**config.mk**
```make
export PLATFORM = sky130hd
export DESIGN_NAME = cm162_counter_chain
export DESIGN_NICKNAME = d
export VERILOG_FILES = /design/src/rtl/cm162_pkg.sv /design/src/rtl/cm162_stage.sv /design/src/rtl/cm162_counter_chain.sv
export SDC_FILE = /design/constraint.sdc
export NUM_CORES = 1
export LEC_CHECK = 0
export ABC_CLOCK_PERIOD_IN_PS = 1900
export BUFFER_PORTS_ARGS = -buffer_cell sky130_fd_sc_hd__buf_2
export CORE_ASPECT_RATIO = 0.8
export CORE_UTILIZATION = 30
export DETAILED_ROUTE_END_ITERATION = 6
export PLACE_DENSITY = 0.63
export SLEW_MARGIN = 20
export SYNTH_ARGS = -nofsm -noshare
export SYNTH_HDL_FRONTEND = slang
export SYNTH_SLANG_ARGS = --single-unit
```
**constraint.sdc**
```tcl
create_clock -name clk_pad -period 1.9 [get_ports clk_pad]
set_clock_uncertainty 0.2 [all_clocks]
set_input_delay 0 -clock clk_pad [delete_from_list [all_inputs] [get_ports clk_pad]]
set_output_delay 0 -clock clk_pad [all_outputs]
set_load 0.005 [all_outputs]
```
**src/rtl/cm162_pkg.sv**
```systemverilog
// cm162_pkg: shared constants and next-state/terminal-count helpers for the CM162 counter stage.
package cm162_pkg;
  localparam int CM162_MODULUS = 10;
  localparam int CM162_STAGE_W = 4;
  function automatic int unsigned cm162_next(input int unsigned q, input int unsigned modulus);
    return (q >= modulus - 1) ? 0 : q + 1;
  endfunction
  function automatic logic cm162_term(input int unsigned q, input int unsigned modulus);
    return q == modulus - 1;
  endfunction
endpackage

```
**src/rtl/cm162_stage.sv**
```systemverilog
// cm162_stage: one modulus digit register with clear/load/enable priority and ripple-carry out.
module cm162_stage
  import cm162_pkg::*;
#(
  parameter int MODULUS = CM162_MODULUS,
  parameter int STAGE_W = CM162_STAGE_W
) (
  input  logic               clk,
  input  logic               rst_n,
  input  logic               clr_n,
  input  logic               load_n,
  input  logic               enp,
  input  logic               ent,
  input  logic [STAGE_W-1:0] data,
  output logic [STAGE_W-1:0] q,
  output logic               rco
);
  logic [STAGE_W-1:0] q_d, q_q;
  logic [STAGE_W-1:0] nxt;
  always_comb begin
    nxt = STAGE_W'(cm162_next(32'(q_q), int'(MODULUS)));
    q_d = !clr_n ? '0 : !load_n ? data : (enp && ent) ? nxt : q_q;
  end
  always_ff @(posedge clk or negedge rst_n)
    if (!rst_n) q_q <= '0;
    else q_q <= q_d;
  // out-of-range states never match the terminal compare, so rco stays low for them
  assign rco = ent & cm162_term(32'(q_q), int'(MODULUS));
  assign q   = q_q;
endmodule

```
**src/rtl/cm162_counter_chain.sv**
```systemverilog
// cm162_counter_chain: N_STAGES cascaded CM162 digit stages forming one multi-digit counter.
module cm162_counter_chain
  import cm162_pkg::*;
#(
  parameter int MODULUS  = CM162_MODULUS,
  parameter int STAGE_W  = CM162_STAGE_W,
  parameter int N_STAGES = 2
) (
  input  logic                        clk_pad,
  input  logic                        rst_n_pad,
  input  logic                        clr_n_pad,
  input  logic                        load_n_pad,
  input  logic                        enp_pad,
  input  logic                        ent_pad,
  input  logic [N_STAGES*STAGE_W-1:0] data_pad,
  output logic [N_STAGES*STAGE_W-1:0] q_pad,
  output logic                        rco_pad
);
  if (MODULUS < 2 || MODULUS > 16) begin : g_bad_mod
    $error("cm162_counter_chain: MODULUS must be 2..16");
  end
  if ((1 << STAGE_W) < MODULUS) begin : g_bad_w
    $error("cm162_counter_chain: STAGE_W too narrow for MODULUS");
  end
  if (N_STAGES < 1 || N_STAGES > 8) begin : g_bad_n
    $error("cm162_counter_chain: N_STAGES must be 1..8");
  end
  logic [N_STAGES:0] ent;
  assign ent[0] = ent_pad;
  for (genvar g = 0; g < N_STAGES; g++) begin : g_stage
    cm162_stage #(.MODULUS(MODULUS), .STAGE_W(STAGE_W)) u_stage (
      .clk   (clk_pad),
      .rst_n (rst_n_pad),
      .clr_n (clr_n_pad),
      .load_n(load_n_pad),
      .enp   (enp_pad),
      .ent   (ent[g]),
      .data  (data_pad[g*STAGE_W +: STAGE_W]),
      .q     (q_pad[g*STAGE_W +: STAGE_W]),
      .rco   (ent[g+1])
    );
  end
  assign rco_pad = ent[N_STAGES];
endmodule

```
==> results of run 1 <==
[final cells by class]
cell class              count  area, µm²
fillers                   169      950.9
well taps                  24      30.03
clock buffers               3      22.52
flip-flops and latches      8      200.2
inverters                   5      18.77
repair buffers             38      272.8
multi-input cells          55      396.6
[worst max-delay path, stage by stage (launching register included)]
cell	delay, ns
dfrtp_1	0.41
inv_1	0.08
ha_1	0.18
or3b_1	0.41
a21boi_4	0.18
a21oi_1	0.09
o21ai_1	0.14
[routing by layer]
layer,global-route usage,up-vias
met2,0.2481,27
met5,0,-
met1,0.2330,316
li1,-,334
met4,0.07895,0
met3,0.05797,2
[cell usage after synthesis, types with 2 or more instances]
master / count
o21ai_1: 3
clkbuf_1: 2
a31oi_1: 4
o21ai_0: 5
nand3_1: 4
inv_1: 4
nor2b_1: 3
dfrtp_1: 8
a21oi_1: 2
nand2b_1: 3
nand2_1: 9
ha_1: 6
[what timing repair did]
item / CTS / global route
gates resized for setup: 0 / 3
hold buffers: 17 / 0
endpoints found under the hold margin: 16 / 0
endpoints found under the setup margin: 0 / 2
[kinds of logic after synthesis]
logic type / synth area share
AO/OA/AOI/OAI: 0.2572
adder cells (fa/ha/maj): 0.1235
buffers and inverters: 0.04320
flip-flops: 0.3292
AND/OR/NAND/NOR: 0.2469
[how the worst min path moves through the flow]
stage               startpoint                       to  slack (ns)  depth (start not counted)
global route        load_n_pad  g_stage[0].u_stage.q[2]        0.08                          3
global placement     rst_n_pad  g_stage[1].u_stage.q[1]       -0.35                          1
detailed placement   rst_n_pad  g_stage[1].u_stage.q[1]       -0.35                          1
CTS                 load_n_pad  g_stage[1].u_stage.q[2]        0.03                          3
finish              load_n_pad  g_stage[1].u_stage.q[2]        0.04                          3
floorplan            rst_n_pad  g_stage[0].u_stage.q[0]       -0.50                          0
[metrics by stage]
stage	power, µW	worst slack [ns]	area [µm²]	utilization
6_report	465.6	0.1307	940.9	0.4974
5_1_grt	498.2	0.02455	940.9	0.4974
4_1_cts	463.4	0.05540	933.4	0.4934
3_5_place_dp	309.4	0.1222	740.7	0.3915
3_3_place_gp	308.3	0.1135	740.7	0.3915
2_1_floorplan	262.1	0.2293	608.1	-
[power breakdown]
group / internal [µW] / switching (µW)
Sequential: 183 / 19.7
Clock: 72.0 / 53.8
Combinational: 73.6 / 62.9
Total: 329 / 136
==> run_results.csv, run 1 <==
group,metric,value,unit
status,status,"finished clean",
timing,max-slew-margin-rel,0.7659,
global_route,track_usage,0.1733,
critical_path,rr_endpoint,"g_stage[0].u_stage.q[1]",
floorplanning,die_w,52.34,µm
power,pwr_density_cell,494.8,nW/µm²
timing,period_share,0.9312,
global_route,grt_pass1_vias,648,
placed_design,dpl.cell_count,114,
yosys,ys_ff_latch,8,
drt,vias,679,
min_path,hold_class,"in -> reg",
timing,finalHoldViolCount,0,
yosys,synthArstFlopShare,1.000,
yosys,yosys.area.top_type_share,0.3292,
cts,clk_pin_slew,0.06,ns
global_route,antenna_found_initial,0,
finish,n_antenna_cell,0,
finish,layout_commonest_cell,"buf_2",
drt,drt-met1-wl,780,µm
drt,route.met2.wl,743,µm
power,ir_worst_vdd,0.3423,mV
finish,fin_nets,131,
drt,vias_per_cell,5.105,
drt,drt_wl_total,1666,µm
cts,cts_buffers,3,
yosys,synth_top_area_cell,"dfrtp_1",
finish,largest_reg_flops,8,
placed_design,post-dp-hpwl,1132,µm
timing,period_minus_slack,1.769,ns
timing,slew_violations,0,
finish,drive_above_1_share,0.2752,
timing,worst_slew_pin_slew,0.3499,ns
critical_path,endpoint_kind,"register",
cts,clk_latency,0.25,ns
yosys,synth_top_cells_by_area,"dfrtp_1 33%, ha_1 12%, nand2_1 5.6%",
timing,rsz0062_at_grt,"false",
floorplanning,io_pins,23,
timing,fmaxAchievable,565.2,MHz
critical_path,required,1.87,ns
yosys,syn-num-nets,90,
drt,routed.top_layer,"met4",
yosys,syn_inst,70,
critical_path,cp-start-kind,"register",
drt,wl_met3,127,µm
global_route,grt-ovfl-total,0,
critical_path,cp-startpoint,"g_stage[0].u_stage.q[1]",
timing,whs,0.03937,ns
cts,htree_levels,1,
critical_path,reg2reg_depth,6,
timing,setup-tns-final,0,ns
placed_design,io_buffers,22,
floorplanning,floorplan.die_area,2212,µm²
drt,drt_iter0_markers,31,
critical_path,rr_startpoint,"g_stage[0].u_stage.q[1]",
yosys,syn_area_per_cell,8.687,µm²
cts,cts_tree,"built",
drt,first_pass_iters,4,
finish,mostFrequentLayoutCells,"21 x buf_2, 16 x dlygate4sd3_1, 9 x nand2_1",
drt,postRouteAntennaNets,0,
critical_path,rrSetupSlack,0.13,ns
critical_path,arrival,1.74,ns
timing,setup_violations,0,
cts,postCtsSetupRepairBufs,0,
yosys,yosysSeqAreaShare,0.3292,
global_route,grt_pass1_wl,2780,µm
floorplanning,coreArea,1892,µm²
drt,wire_per_inst,12.53,µm
global_route,grt_max_degree,14,
cts,cts-root-buf,"clkbuf_4",
floorplanning,rows,14,
critical_path,path_class,"reg -> reg",
job,maxCapViolations,0,
yosys,yosys_warnings,0,
cts,clock-sinks,8,
critical_path,endpoint,"g_stage[0].u_stage.q[1]",
floorplanning,die_y,42.27,µm
finish,instances_no_fill,133,
drt,drc,0,
floorplanning,start_util,0.3214,
finish,area_growth,54.73,%
yosys,synth-main-ff-cell,"dfrtp_1",
cts,clk_path_buf_depth,2,
yosys,synth.distinct_cells,29,
critical_path,worstPathMaxFanout,5,
power,leakage,0.0004431,µW
placed_design,gp_congestion,0.7935,
yosys,synth_edf_count,0,
yosys,synth_area,608.1,µm²
Power figures use the tool's default switching activity.
==> run 2, diff against run 1 <==
--- a/config.mk
+++ b/config.mk
@@ -5,7 +5,7 @@
 export SDC_FILE = /design/constraint.sdc
 export NUM_CORES = 1
 export LEC_CHECK = 0
-export ABC_CLOCK_PERIOD_IN_PS = 1900
+export ABC_CLOCK_PERIOD_IN_PS = 2100
 export BUFFER_PORTS_ARGS = -buffer_cell sky130_fd_sc_hd__buf_2
 export CORE_ASPECT_RATIO = 0.8
 export CORE_UTILIZATION = 30
==> constraint.sdc (replaced) <==
create_clock -name clk_pad -period 2.1 [get_ports clk_pad]
set_clock_uncertainty 0.2 [all_clocks]
set_input_delay 0 -clock clk_pad [delete_from_list [all_inputs] [get_ports clk_pad]]
set_output_delay 0 -clock clk_pad [all_outputs]
set_load 0.005 [all_outputs]
==> run 2 against run 1 <==
Effect of this change:
- global-route usage shrank 0.32 points
- first-iteration DRC count shrank 45%
- highest routed layer unchanged
- wire length shrank 0.96%
- combinational power decreased by 15%
- via count fell by 4.7%
- sequential power shrank 9%
- utilization fell by 1.5 points
==> run_results.csv, run 2 (same netlist as run 1, synthesis figures left out) <==
group,metric,value,unit
global_route,antenna_found_initial,0,
drt,routed.top_layer,"met4",
cts,clock-sinks,8,
drt,route.met2.wl,747,µm
cts,cts_tree,"built",
drt,vias_per_cell,4.902,
drt,drt-met1-wl,856,µm
critical_path,rr_startpoint,"g_stage[0].u_stage.q[0]",
finish,layout_commonest_cell,"buf_2",
min_path,min_to,"g_stage[0].u_stage.q[3]",
min_path,hp-start,"data_pad[3]",
finish,seqCellArea,200.2,µm²
power,power,415.4,µW
min_path,hold_class,"in -> reg",
floorplanning,die_y,42.27,µm
timing,setup-tns-final,0,ns
finish,fillers,185,
finish,largest_reg_flops,8,
critical_path,worstPathMaxFanout,16,
cts,ctsResizeCount,0,
power,ir_worst_vdd,0.2531,mV
power,pwr_density_cell,454.8,nW/µm²
drt,drt_iter0_markers,17,
critical_path,cp-start-kind,"primary input",
finish,fin_nets,130,
drt,vias,647,
critical_path,reg2reg_depth,5,
global_route,grt_max_degree,17,
min_path,hold_depth,3,
cts,cts_buffers,3,
floorplanning,die_w,52.34,µm
placed_design,post-dp-hpwl,1126,µm
drt,postRouteAntennaNets,0,
finish,multi_input_area,381.6,µm²
floorplanning,coreArea,1892,µm²
timing,period_minus_slack,1.947,ns
timing,finalHoldViolCount,0,
cts,clk_latency,0.25,ns
drt,drt_wl_total,1650,µm
drt,first_pass_iters,4,
drt,wire_per_inst,12.50,µm
global_route,grt_pass1_vias,605,
floorplanning,floorplan.die_area,2212,µm²
global_route,grt-ovfl-total,0,
cts,cts_hold_buf,15,
drt,drc,0,
cts,clk_pin_slew,0.05,ns
timing,max-slew-margin-rel,0.7401,
floorplanning,rows,14,
critical_path,rr_endpoint,"g_stage[0].u_stage.q[0]",
timing,setup_violations,0,
global_route,track_usage,0.1700,
global_route,grt_pass1_wl,2718,µm
timing,fmaxAchievable,513.5,MHz
finish,drive_above_1_share,0.2778,
critical_path,cpPeakStageDelay,0.64,ns
floorplanning,start_util,0.3214,
finish,mostFrequentLayoutCells,"22 x buf_2, 15 x dlygate4sd3_1, 9 x nand2_1",
floorplanning,io_pins,23,
timing,rsz0062_at_grt,"false",
critical_path,path_cells,"dlygate4sd3_1, buf_2, nand2_1, a21oi_2, dlygate4sd3_1, nand2_1, o21ai_1",
timing,slew_violations,0,
critical_path,endpoint_kind,"register",
finish,area_growth,50.21,%
placed_design,gp_congestion,0.7915,
power,leakage,0.0004344,µW
cts,clk_path_buf_depth,2,
job,maxCapViolations,0,
cts,postCtsSetupRepairBufs,0,
timing,period_share,0.9273,
critical_path,crit_path_top_delay_cell,"dlygate4sd3_1",
drt,wl_met3,37,µm
critical_path,required,2.07,ns
critical_path,path_class,"in -> reg",
timing,worst_slew_pin_slew,0.3886,ns
placed_design,io_buffers,22,
status,status,"finished clean",
cts,htree_levels,1,
critical_path,arrival,1.92,ns
critical_path,rrSetupSlack,0.28,ns
finish,n_antenna_cell,0,
cts,cts-root-buf,"clkbuf_4",
-- run 2: changes by cell type in the layout (fill, tap and decap cells not counted), sizes merged --
cell / delta
buf: +1
clkbuf: -1
dlygate4sd3: -1
-- run 2: cell type report --
| type | instances | area share |
|---|---|---|
| multi-input cells | 55 | 0.4178 |
| well taps | 24 | 0.03288 |
| repair buffers | 37 | 0.2849 |
| flip-flops and latches | 8 | 0.2192 |
| inverters | 5 | 0.02055 |
| clock buffers | 3 | 0.02466 |
-- run 2: metal layers --
layer | GRT usage | up-vias
met4 | 0.07895 | 0
met1 | 0.2455 | 301
met2 | 0.2481 | 12
li1 | - | 332
met3 | 0.02174 | 2
met5 | 0 | -
-- run 2: power by group --
group | internal [µW] | total, µW | switching [µW]
combinational | 62.7 | 117 | 53.8
sequential | 166 | 184 | 17.9
clock | 65.2 | 115 | 49.7
total | 294 | 415 | 121
-- run 2: worst max path at each step --
stage | from | to | slack [ns] | cells past startpoint
after floorplan | g_stage[0].u_stage.q[1] | g_stage[0].u_stage.q[1] | 0.43 | 6
after CTS | load_n_pad | g_stage[0].u_stage.q[0] | 0.19 | 7
after global placement | g_stage[0].u_stage.q[0] | g_stage[0].u_stage.q[0] | 0.31 | 5
after global routing | load_n_pad | g_stage[0].u_stage.q[0] | 0.05 | 7
after detailed placement | g_stage[0].u_stage.q[0] | g_stage[0].u_stage.q[0] | 0.30 | 5
final | load_n_pad | g_stage[0].u_stage.q[0] | 0.15 | 7
-- run 2: critical path, delay by kind of cell --
kind	cells	cell delay, ns
AOI/OAI and AO/OA	2	0.33
buffers and inverters	3	1.41
and+or+nand+nor	2	0.17
-- run 2: per-stage QoR --
step | hold slack [ns] | utilization | instance area (µm²) | setup slack (ns) | instances
floorplan | -0.4956 | - | 608.1 | 0.4293 | 70
global placement | -0.3509 | 0.3915 | 740.7 | 0.3139 | 114
detailed placement | -0.3476 | 0.3915 | 740.7 | 0.2997 | 114
CTS | 0.01047 | 0.4828 | 913.4 | 0.1875 | 132
global route | 0.04454 | 0.4828 | 913.4 | 0.04619 | 132
finish | 0.01434 | 0.4828 | 913.4 | 0.1527 | 132
==> run 3, diff against run 2 <==
--- a/config.mk
+++ b/config.mk
@@ -10,7 +10,7 @@
 export CORE_ASPECT_RATIO = 0.8
 export CORE_UTILIZATION = 30
 export DETAILED_ROUTE_END_ITERATION = 6
-export PLACE_DENSITY = 0.63
+export PLACE_DENSITY_LB_ADDON = 0.15
 export SLEW_MARGIN = 20
 export SYNTH_ARGS = -nofsm -noshare
 export SYNTH_HDL_FRONTEND = slang
==> run 3 against run 2 <==
Effect of this change:
- non-clock buffer count is 1 higher
- largest cell class unchanged
- fmax up 3.2%
- wire length fell by 1.4%
- critical path type unchanged
- highest routed layer is now met3
==> run_results.csv, run 3 (same netlist as run 1, synthesis figures left out) <==
group,metric,value,unit
critical_path,reg2reg_depth,6,
job,maxCapViolations,0,
finish,n_antenna_cell,0,
critical_path,path_class,"in -> reg",
critical_path,path_cells,"dlygate4sd3_1, buf_2, nand2_1, a21oi_2, dlygate4sd3_1, nand2_1, o21ai_1",
power,intPower,295.4,µW
drt,drt_iter0_markers,13,
floorplanning,start_util,0.3214,
critical_path,rr_endpoint,"g_stage[0].u_stage.q[1]",
drt,postRouteAntennaNets,0,
global_route,track_usage,0.1670,
placed_design,gp_congestion,0.8532,
power,p_switching,120.4,µW
drt,drt_wl_total,1627,µm
cts,postCtsSetupRepairBufs,0,
cts,clk_pin_slew,0.05,ns
min_path,min_to,"g_stage[0].u_stage.q[3]",
global_route,grt_max_degree,17,
cts,cts_buffers,3,
power,clkPwrFrac,0.277,
finish,drive_above_1_share,0.2752,
global_route,grt-ovfl-total,0,
timing,period_share,0.8984,
global_route,grt_pass1_wl,2622,µm
placed_design,io_buffers,22,
critical_path,worstPathMaxFanout,16,
finish,mostFrequentLayoutCells,"22 x buf_2, 16 x dlygate4sd3_1, 9 x nand2_1",
finish,final_util,0.4881,
placed_design,post_dp_cell_area,740.7,µm²
timing,slew_violations,0,
critical_path,crit_path_top_delay_cell,"dlygate4sd3_1",
power,p_seq_frac,0.439,
critical_path,rr_startpoint,"g_stage[0].u_stage.q[1]",
timing,period_minus_slack,1.887,ns
critical_path,cp-start-kind,"primary input",
placed_design,dpl.cell_count,114,
finish,seqCellArea,200.2,µm²
power,combPwrFrac,0.284,
placed_design,post-dp-hpwl,1122,µm
critical_path,endpoint_kind,"register",
finish,instances_no_fill,133,
min_path,hp-start,"data_pad[3]",
timing,finalHoldViolCount,0,
drt,vias_per_cell,4.842,
finish,area_growth,51.85,%
floorplanning,coreArea,1892,µm²
power,power,415.8,µW
global_route,grt_pass1_vias,575,
critical_path,cpPeakStageDelay,0.63,ns
drt,wire_per_inst,12.23,µm
timing,rsz0062_at_grt,"false",
cts,clk_path_buf_depth,2,
cts,cts-root-buf,"clkbuf_4",
power,p_sw_frac,0.2896,
floorplanning,rows,14,
timing,setup-tns-final,0,ns
drt,first_pass_iters,4,
min_path,hold_class,"in -> reg",
finish,final_cell_area,923.4,µm²
drt,vias,644,
status,status,"finished clean",
cts,cts_tree,"built",
floorplanning,floorplan.die_area,2212,µm²
finish,fin_nets,131,
cts,clock-sinks,8,
cts,htree_levels,1,
cts,clk_latency,0.25,ns
min_path,hold_depth,3,
timing,max-slew-margin-rel,0.7342,
critical_path,rrSetupSlack,0.31,ns
critical_path,required,2.08,ns
global_route,antenna_found_initial,0,
power,leakage,0.0004379,µW
finish,layout_commonest_cell,"buf_2",
floorplanning,io_pins,23,
floorplanning,die_w,52.34,µm
finish,largest_reg_flops,8,
power,ir_worst_vdd,0.3379,mV
finish,multi_input_area,381.6,µm²
timing,fmaxAchievable,530.0,MHz
drt,drc,0,
timing,worst_slew_pin_slew,0.3974,ns
floorplanning,die_y,42.27,µm
critical_path,arrival,1.86,ns
timing,setup_violations,0,
power,pwr_density_cell,450.3,nW/µm²
finish,fillers,179,
## run 3: area by class of cell
cell class / count / share of cell area
inverter: 5 / 0.02033
sequential: 8 / 0.2168
multi-input combinational: 55 / 0.4133
clock buffer: 3 / 0.02439
tap: 24 / 0.03252
timing repair buffer: 38 / 0.2927
## run 3: layer usage
| metal | wire length [µm] | track usage | vias up | part of all wire |
|---|---|---|---|---|
| met5 | 0 | 0 | - | 0 |
| li1 | - | - | 337 | - |
| met3 | 66 | 0.06522 | 0 | 0.041 |
| met4 | 0 | 0.04737 | 0 | 0 |
| met2 | 748 | 0.2481 | 12 | 0.46 |
| met1 | 811 | 0.2230 | 295 | 0.50 |
## run 3: worst max-delay path: cells and delay by family
| family | cells | cell delay [ns] |
|---|---|---|
| AO/OA/AOI/OAI | 2 | 0.29 |
| buffers and inverters | 3 | 1.41 |
| AND/OR/NAND/NOR | 2 | 0.16 |
## run 3: power groups by stage
stage	Clock, µW	Combinational (µW)	Sequential [µW]
floorplan	0	53.9	183
detailed placement	0	93.6	185
global placement	0	94.7	185
CTS	123	117	183
global route	138	131	185
finish	115	118	183
## run 3: how the worst max path moves through the flow
| stage | startpoint | endpoint | slack, ns | depth (start not counted) |
|---|---|---|---|---|
| 3_3_place_gp | g_stage[0].u_stage.q[0] | g_stage[0].u_stage.q[0] | 0.34 | 5 |
| 5_1_grt | load_n_pad | g_stage[0].u_stage.q[1] | 0.1 | 7 |
| 3_5_place_dp | g_stage[0].u_stage.q[1] | g_stage[0].u_stage.q[0] | 0.32 | 6 |
| 6_report | load_n_pad | g_stage[0].u_stage.q[0] | 0.21 | 7 |
| 2_1_floorplan | g_stage[0].u_stage.q[1] | g_stage[0].u_stage.q[1] | 0.43 | 6 |
| 4_1_cts | load_n_pad | g_stage[0].u_stage.q[0] | 0.23 | 7 |
## run 3: metrics by stage
stage | setup slack [ns] | hold slack [ns]
after global placement | 0.3390 | -0.3414
final | 0.2133 | 0.01539
after detailed placement | 0.3216 | -0.3432
after global routing | 0.09759 | 0.01160
after floorplan | 0.4293 | -0.4956
after CTS | 0.2312 | 0.009475
## run 3: what timing repair did
item	4_1_cts	5_1_grt
hold endpoints to repair	16	0
resized for setup	0	0
hold buffers	16	0
